==> src/rtl/cursor_motion_ctrl_if.sv <==
// Cursor controller bundle: button/tick inputs, cursor position outputs, click event handshake.
// master = producer of buttons and consumer of clicks; slave = cursor_motion_ctrl.
interface cursor_motion_ctrl_if;
    logic        step_tick;
    logic        cursor_en;
    logic        btnL;
    logic        btnR;
    logic        btnU;
    logic        btnD;
    logic        btnC;
    logic [11:0] cursor_x;
    logic [11:0] cursor_y;
    logic [5:0]  speed;
    logic        moving;
    logic        click_valid;
    logic        click_ready;
    logic [11:0] click_x;
    logic [11:0] click_y;
    logic        click_overrun;

    modport master (
        output step_tick, cursor_en, btnL, btnR, btnU, btnD, btnC, click_ready,
        input  cursor_x, cursor_y, speed, moving, click_valid, click_x, click_y, click_overrun
    );

    modport slave (
        input  step_tick, cursor_en, btnL, btnR, btnU, btnD, btnC, click_ready,
        output cursor_x, cursor_y, speed, moving, click_valid, click_x, click_y, click_overrun
    );
endinterface

==> src/rtl/cursor_motion_ctrl.sv <==
// Purpose: buttons -> clamped cursor position with typematic hold and speed ramp, plus click events.
// Latency: all outputs registered, one clk after the qualifying cycle. Optional macro CURSOR_DIAG_EN.
// Backpressure: one pending click held until click_ready; a new press while blocked pulses click_overrun.
module cursor_motion_ctrl #(
    parameter int H_MAX      = 1279,
    parameter int V_MAX      = 1023,
    parameter int X_INIT     = 640,
    parameter int Y_INIT     = 512,
    parameter int HOLD_TICKS = 8,
    parameter int RAMP_TICKS = 4,
    parameter int MAX_SPEED  = 63
) (
    input  logic                 clk,
    input  logic                 rst_n,
    cursor_motion_ctrl_if.slave  cif
);

    localparam logic [12:0] X_MAX13   = 13'(H_MAX);
    localparam logic [12:0] Y_MAX13   = 13'(V_MAX);
    localparam logic [15:0] HOLD_LAST = 16'(HOLD_TICKS - 1);
    localparam logic [15:0] RAMP_LAST = 16'(RAMP_TICKS - 1);
    localparam logic [5:0]  SPD_MAX   = 6'(MAX_SPEED);

    typedef enum logic [1:0] {IDLE, HOLD, REPEAT} state_t;

    state_t      state_q, state_d;
    logic [11:0] x_q, x_d, y_q, y_d;
    logic [5:0]  speed_q, speed_d;
    logic [15:0] hold_q, hold_d, ramp_q, ramp_d;
    logic [3:0]  dir_q, dir_d;
    logic        moving_q, moving_d;
    logic        btnc_q, btnc_d;
    logic        cv_q, cv_d;
    logic [11:0] cx_q, cx_d, cy_q, cy_d;
    logic        ovr_q, ovr_d;

    logic [3:0]  btn_dir;
    logic        any_dir, shape_ok, dir_ok, click_edge;
    logic [12:0] step;
    logic [11:0] mv_x, mv_y;

    function automatic logic [11:0] sat_dec(input logic [11:0] pos, input logic [12:0] st);
        logic [12:0] p;
        p = {1'b0, pos};
        return (p < st) ? 12'd0 : 12'(p - st);
    endfunction

    function automatic logic [11:0] sat_inc(input logic [11:0] pos, input logic [12:0] st,
                                            input logic [12:0] lim);
        logic [12:0] s;
        s = {1'b0, pos} + st;
        return (s > lim) ? lim[11:0] : s[11:0];
    endfunction

    always_comb begin
        btn_dir = {cif.btnL, cif.btnR, cif.btnU, cif.btnD};
        any_dir = |btn_dir;
`ifdef CURSOR_DIAG_EN
        // Any non-opposing set: one axis or one horizontal plus one vertical.
        shape_ok = any_dir && !(cif.btnL && cif.btnR) && !(cif.btnU && cif.btnD);
`else
        shape_ok = $onehot(btn_dir);
`endif
        dir_ok     = cif.cursor_en && !cif.btnC && shape_ok;
        click_edge = cif.btnC && !btnc_q && cif.cursor_en && !any_dir;
        step       = (state_q == REPEAT) ? (13'd1 + {7'd0, speed_q}) : 13'd1;

        mv_x = x_q;
        if (btn_dir[3])      mv_x = sat_dec(x_q, step);
        else if (btn_dir[2]) mv_x = sat_inc(x_q, step, X_MAX13);
        mv_y = y_q;
        if (btn_dir[1])      mv_y = sat_dec(y_q, step);
        else if (btn_dir[0]) mv_y = sat_inc(y_q, step, Y_MAX13);
    end

    always_comb begin
        state_d = state_q;
        x_d     = x_q;
        y_d     = y_q;
        speed_d = speed_q;
        hold_d  = hold_q;
        ramp_d  = ramp_q;
        dir_d   = dir_q;

        if (!cif.cursor_en) begin
            state_d = IDLE;
            speed_d = 6'd0;
            hold_d  = 16'd0;
            ramp_d  = 16'd0;
        end else begin
            case (state_q)
                IDLE: begin
                    if (cif.step_tick && dir_ok) begin
                        x_d     = mv_x;
                        y_d     = mv_y;
                        dir_d   = btn_dir;
                        hold_d  = 16'd0;
                        state_d = HOLD;
                    end
                end
                HOLD, REPEAT: begin
                    // A release or direction change cancels before any tick is honoured.
                    if (!dir_ok || (btn_dir != dir_q)) begin
                        state_d = IDLE;
                        speed_d = 6'd0;
                        hold_d  = 16'd0;
                        ramp_d  = 16'd0;
                    end else if (cif.step_tick) begin
                        if (state_q == HOLD) begin
                            if (hold_q == HOLD_LAST) begin
                                state_d = REPEAT;
                                speed_d = 6'd0;
                                ramp_d  = 16'd0;
                            end else begin
                                hold_d = hold_q + 16'd1;
                            end
                        end else begin
                            x_d = mv_x;
                            y_d = mv_y;
                            if (ramp_q == RAMP_LAST) begin
                                ramp_d  = 16'd0;
                                speed_d = (speed_q >= SPD_MAX) ? SPD_MAX : speed_q + 6'd1;
                            end else begin
                                ramp_d = ramp_q + 16'd1;
                            end
                        end
                    end
                end
                default: state_d = IDLE;
            endcase
        end
        moving_d = (state_d != IDLE);
    end

    always_comb begin
        btnc_d = cif.btnC;
        cv_d   = cv_q;
        cx_d   = cx_q;
        cy_d   = cy_q;
        ovr_d  = 1'b0;
        if (click_edge) begin
            if (!cv_q || cif.click_ready) begin
                cv_d = 1'b1;
                cx_d = x_q;
                cy_d = y_q;
            end else begin
                ovr_d = 1'b1;
            end
        end else if (cv_q && cif.click_ready) begin
            cv_d = 1'b0;
        end
    end

    always_ff @(posedge clk or negedge rst_n) begin
        if (!rst_n) begin
            state_q  <= IDLE;
            x_q      <= 12'(X_INIT);
            y_q      <= 12'(Y_INIT);
            speed_q  <= 6'd0;
            hold_q   <= 16'd0;
            ramp_q   <= 16'd0;
            dir_q    <= 4'd0;
            moving_q <= 1'b0;
            btnc_q   <= 1'b0;
            cv_q     <= 1'b0;
            cx_q     <= 12'd0;
            cy_q     <= 12'd0;
            ovr_q    <= 1'b0;
        end else begin
            state_q  <= state_d;
            x_q      <= x_d;
            y_q      <= y_d;
            speed_q  <= speed_d;
            hold_q   <= hold_d;
            ramp_q   <= ramp_d;
            dir_q    <= dir_d;
            moving_q <= moving_d;
            btnc_q   <= btnc_d;
            cv_q     <= cv_d;
            cx_q     <= cx_d;
            cy_q     <= cy_d;
            ovr_q    <= ovr_d;
        end
    end

    assign cif.cursor_x      = x_q;
    assign cif.cursor_y      = y_q;
    assign cif.speed         = speed_q;
    assign cif.moving        = moving_q;
    assign cif.click_valid   = cv_q;
    assign cif.click_x       = cx_q;
    assign cif.click_y       = cy_q;
    assign cif.click_overrun = ovr_q;

endmodule

==> src/flat_wrapper.sv <==
// flat-port wrapper written by rule: the top's interface ports become plain ports
module cursor_motion_ctrl_flat 
#(
    parameter int H_MAX      = 1279,
    parameter int V_MAX      = 1023,
    parameter int X_INIT     = 640,
    parameter int Y_INIT     = 512,
    parameter int HOLD_TICKS = 8,
    parameter int RAMP_TICKS = 4,
    parameter int MAX_SPEED  = 63
)
  (clk, rst_n, cif_step_tick, cif_cursor_en, cif_btnL, cif_btnR, cif_btnU, cif_btnD, cif_btnC, cif_click_ready, cif_cursor_x, cif_cursor_y, cif_speed, cif_moving, cif_click_valid, cif_click_x, cif_click_y, cif_click_overrun);
  cursor_motion_ctrl_if cif_i ();
  input  logic clk;
  input  logic rst_n;
  input wire logic [$bits(cif_i.step_tick)-1:0] cif_step_tick;
  input wire logic [$bits(cif_i.cursor_en)-1:0] cif_cursor_en;
  input wire logic [$bits(cif_i.btnL)-1:0] cif_btnL;
  input wire logic [$bits(cif_i.btnR)-1:0] cif_btnR;
  input wire logic [$bits(cif_i.btnU)-1:0] cif_btnU;
  input wire logic [$bits(cif_i.btnD)-1:0] cif_btnD;
  input wire logic [$bits(cif_i.btnC)-1:0] cif_btnC;
  input wire logic [$bits(cif_i.click_ready)-1:0] cif_click_ready;
  output wire logic [$bits(cif_i.cursor_x)-1:0] cif_cursor_x;
  output wire logic [$bits(cif_i.cursor_y)-1:0] cif_cursor_y;
  output wire logic [$bits(cif_i.speed)-1:0] cif_speed;
  output wire logic [$bits(cif_i.moving)-1:0] cif_moving;
  output wire logic [$bits(cif_i.click_valid)-1:0] cif_click_valid;
  output wire logic [$bits(cif_i.click_x)-1:0] cif_click_x;
  output wire logic [$bits(cif_i.click_y)-1:0] cif_click_y;
  output wire logic [$bits(cif_i.click_overrun)-1:0] cif_click_overrun;
  assign cif_i.step_tick = cif_step_tick;
  assign cif_i.cursor_en = cif_cursor_en;
  assign cif_i.btnL = cif_btnL;
  assign cif_i.btnR = cif_btnR;
  assign cif_i.btnU = cif_btnU;
  assign cif_i.btnD = cif_btnD;
  assign cif_i.btnC = cif_btnC;
  assign cif_i.click_ready = cif_click_ready;
  assign cif_cursor_x = cif_i.cursor_x;
  assign cif_cursor_y = cif_i.cursor_y;
  assign cif_speed = cif_i.speed;
  assign cif_moving = cif_i.moving;
  assign cif_click_valid = cif_i.click_valid;
  assign cif_click_x = cif_i.click_x;
  assign cif_click_y = cif_i.click_y;
  assign cif_click_overrun = cif_i.click_overrun;
  cursor_motion_ctrl #(.H_MAX(H_MAX), .V_MAX(V_MAX), .X_INIT(X_INIT), .Y_INIT(Y_INIT), .HOLD_TICKS(HOLD_TICKS), .RAMP_TICKS(RAMP_TICKS), .MAX_SPEED(MAX_SPEED)) u_core (.clk(clk), .rst_n(rst_n), .cif(cif_i));
endmodule
==> config.mk <==
export PLATFORM = sky130hd
export DESIGN_NAME = cursor_motion_ctrl_flat
export DESIGN_NICKNAME = d
export VERILOG_FILES = /design/src/rtl/cursor_motion_ctrl_if.sv /design/src/rtl/cursor_motion_ctrl.sv /design/src/flat_wrapper.sv
export SDC_FILE = /design/constraint.sdc
export NUM_CORES = 1
export LEC_CHECK = 0
export CORE_AREA = 2 2 105 107
export CTS_CLUSTER_DIAMETER = 50
export DETAILED_ROUTE_END_ITERATION = 8
export DIE_AREA = 0 0 107 109
export PLACE_DENSITY = 0.89
export SLEW_MARGIN = 20
export SYNTH_ARGS = -nofsm -noshare
export SYNTH_HDL_FRONTEND = slang
export SYNTH_SLANG_ARGS = --single-unit
==> constraint.sdc <==
create_clock -name clk -period 8.25 [get_ports clk]
set_clock_uncertainty 0.1 [all_clocks]
set_input_delay 0.825 -clock clk [delete_from_list [all_inputs] [get_ports clk]]
set_output_delay 0.825 -clock clk [all_outputs]
set_load 0.01 [all_outputs]
==> flow_summary.toml <==
[run_status]
status = "finished clean"

[final_layout]
regArea_sq_um = 2410
layout-drive-gt1-share_pct = 7.42
multiInputGateArea_sq_um = 3740
stdcell_count = 908
n_antenna_cell = 0
fill_cells = 787
nNetsFinal = 818
areaGrowthSynthToFinish_pct = 14.5

[sta]
hold_ws_ns = 0.283
hold_viol_final = 0
rsz0062_at_grt = "no"
final_max_slew_viol_count = 0
fin_crit_sh_pct = 64.3
tns_ns = 0
setup_viol_count_final = 0
max_slew_margin_pct = 38.3
layout_min_cycle_time_ns = 5.30
fin_ws_ns = 2.95
tightest_slew_ns = 0.919
fmax_mhz = 189

[routing]
wl_per_cell_um = 17.0
drtAntennaViolNets = 0
drc = 0
vias = 5673
dr.first_iter.drc_count = 350
drt_pre_antenna_iters = 5
wirelength_mm = 15.5
vias_per_cell = 6.25

[setup_path]
path_class = "in2reg"
cp_max_fo = 22
cp.arrival_ns = 5.50
reg2regPathDepth = 12
r2r_slack_ns = 4.14
r2r_start = "u_core.cif.speed[0]"
reg2reg_to = "u_core.cif.cursor_x[5]"
critPathCaptureType = "register"
crit_required_ns = 8.45
start_kind = "primary input"

[placement]
gp_congestion = 0.961
dp_hpwl_mm = 11.2
port_buffers = 66
dp_cells = 892
dp_slack_ns = 2.72

[logic_synthesis]
netlist_area_sq_um = 6410
synth_cell_types = 74
yosysWarnings = 0
synth_nets = 771
synth.largest_area_cell = "dfrtp_1"
synth_top_flop_cell = "dfrtp_1"
postSynthRegisterBits = 96
ys_async_sr_fraction_pct = 100
yosysSeqAreaShare_pct = 37.6
postSynthCellCount = 716
synth_edf_count = 0
synth_area_leaders = "dfrtp_1 (36%), ha_1 (7.8%), o21ai_0 (4.5%)"
yosys.area.top_type_share_pct = 36.3
avgSynthCellArea_sq_um = 8.95

[power_and_ir_drop]
p_seq_share_pct = 39.0
comb_power_share_pct = 40.3
swShare_pct = 37.4
switching_power_mw = 0.572
power.density_nw_per_um2 = 209
power_mw = 1.53
power.share.clock_pct = 20.7
ir_drop_mv = 0.102
internal_power_mw = 0.958
cellLeakagePower_nw = 3.27

[die]
rows = 38
start_util_pct = 60.4
die_h_um = 109
die_w_um = 107
core_sq_um = 10600
die-area_sq_um = 11700
num_io_pins = 67

[cts]
cts_buffer_depth = 2
cts_resized = 0
numCtsBuffers = 9
htree_levels = 3
postCtsSetupBuffers = 0
cts_tree = "built"
cts.sinks = 96
clock_tree.root_cell = "clkbuf_8"
path_clk_slew_ns = 0.09
cts_hold_buf = 0
clock_latency_ns = 0.39

[grt]
overflow = 0
grt_pass1_vias = 5580
grt_pass1_wl_mm = 26.2
antenna_found_initial = 0
grt_max_degree = 61
grt_use_total_pct = 28.1

[min_path]
hp-class = "in2async"

[job]
cap_violations = 0
==> cell usage after synthesis (11+ instances only) <==
master     n
and3_1    16
nor2b_1   11
ha_1      40
xor2_1    19
nor2_1    61
a21oi_1   29
a21o_1    11
nand3_1   22
xnor2_1   13
inv_1     34
nor3_1    17
o21ai_0   58
a211oi_1  11
nand2_1   64
nand2b_1  20
a31oi_1   13
clkbuf_1  29
mux2_2    18
dfrtp_1   93
==> per-layer routing <==
metal | vias up | global-route usage, % | wire length, um
li1 | 2665 | - | -
met1 | 2722 | 35.8 | 6580
met2 | 242 | 47.4 | 7460
met3 | 44 | 5.20 | 1030
met4 | 0 | 11.3 | 387
met5 | - | 0 | 0
==> cells in the final DEF, fill, tap and decap left out, types with 3 or more instances in the layout <==
cell type / instances
a211oi_1: 11
a21boi_0: 4
a21o_1: 11
a21oi_1: 29
a22o_1: 3
a31oi_1: 13
and2_1: 3
and3_1: 16
buf_4: 5
clkbuf_8: 10
clkdlybuf4s50_1: 65
dfrtp_1: 93
dfstp_2: 3
fa_1: 5
ha_1: 40
inv_1: 34
mux2_2: 18
nand2_1: 64
nand2b_1: 20
nand3_1: 22
nand4_1: 9
nor2_1: 61
nor2b_1: 11
nor3_1: 17
nor4_1: 8
o211ai_1: 4
o21a_1: 9
o21ai_0: 58
o21bai_1: 4
o22ai_1: 3
o31ai_1: 9
o41ai_1: 6
or3_1: 9
xnor2_1: 13
xor2_1: 19
==> power groups by stage <==
| stage | Combinational (mW) | Clock, mW | Sequential, mW |
|---|---|---|---|
| final | 0.616 | 0.317 | 0.597 |
| after global routing | 0.676 | 0.343 | 0.605 |
| after detailed placement | 0.599 | 0 | 0.606 |
| after floorplan | 0.391 | 0 | 0.602 |
| after global placement | 0.574 | 0 | 0.601 |
| after CTS | 0.607 | 0.321 | 0.595 |
==> cell families (layout without fill, tap and decap cells) <==
group                    after synthesis  in the layout  synth area share, %
XOR/XNOR                              32             32                 4.38
flip-flops                            96             96                 37.6
multiplexers                          22             22                 3.91
buffers and inverters                 68            120                 4.02
adder cells (fa/ha/maj)               45             45                 9.38
AO/OA/AOI/OAI                        194            194                 20.2
AND/OR/NAND/NOR                      259            259                 20.6
==> worst max-delay path: stages <==
cell	delay [ns]
clkdlybuf4s50_1	1.02
inv_1	0.35
ha_1	0.38
ha_1	0.20
fa_1	0.43
and4bb_1	0.32
nand3b_1	0.10
or3_1	0.37
or3_1	0.64
or4_4	0.61
o311ai_2	0.23
==> sequential cells by signal, summed over array words and instances (netlist names), 2 cells and up <==
| name | cells |
|---|---|
| u_core.cif.click_y | 12 |
| u_core.cif.cursor_y | 12 |
| u_core.state_q | 2 |
| u_core.cif.speed | 6 |
| u_core.hold_q | 16 |
| u_core.ramp_q | 16 |
| u_core.cif.click_x | 12 |
| u_core.dir_q | 4 |
| u_core.cif.cursor_x | 12 |
==> cell type report <==
type                    instances  area share, %
clock inverters                 5          0.767
clock buffers                  11           1.93
flip-flops and latches         96           32.8
inverters                      34           1.74
multi-input cells             552           51.0
well taps                     140           2.39
repair buffers                 70           9.38
==> worst max path at each step <==
stage,from,endpoint,slack [ns],cells after the start
after floorplan,cif_btnL,u_core.cif.cursor_x[9],4.03,12
after global placement,cif_btnL,u_core.cif.cursor_x[9],2.81,11
after detailed placement,cif_btnU,u_core.cif.cursor_x[9],2.72,11
after CTS,cif_btnL,u_core.cif.cursor_x[9],3.09,11
after global routing,cif_btnL,u_core.cif.cursor_x[9],2.77,11
final,cif_btnL,u_core.cif.cursor_x[9],2.95,11
==> per-stage QoR <==
step	utilization, %	area (sq um)
floorplan	-	6410
global placement	67.3	7140
detailed placement	67.3	7140
CTS	69.2	7340
global route	69.2	7340
finish	69.2	7340
(Power assumes the default switching activity.)
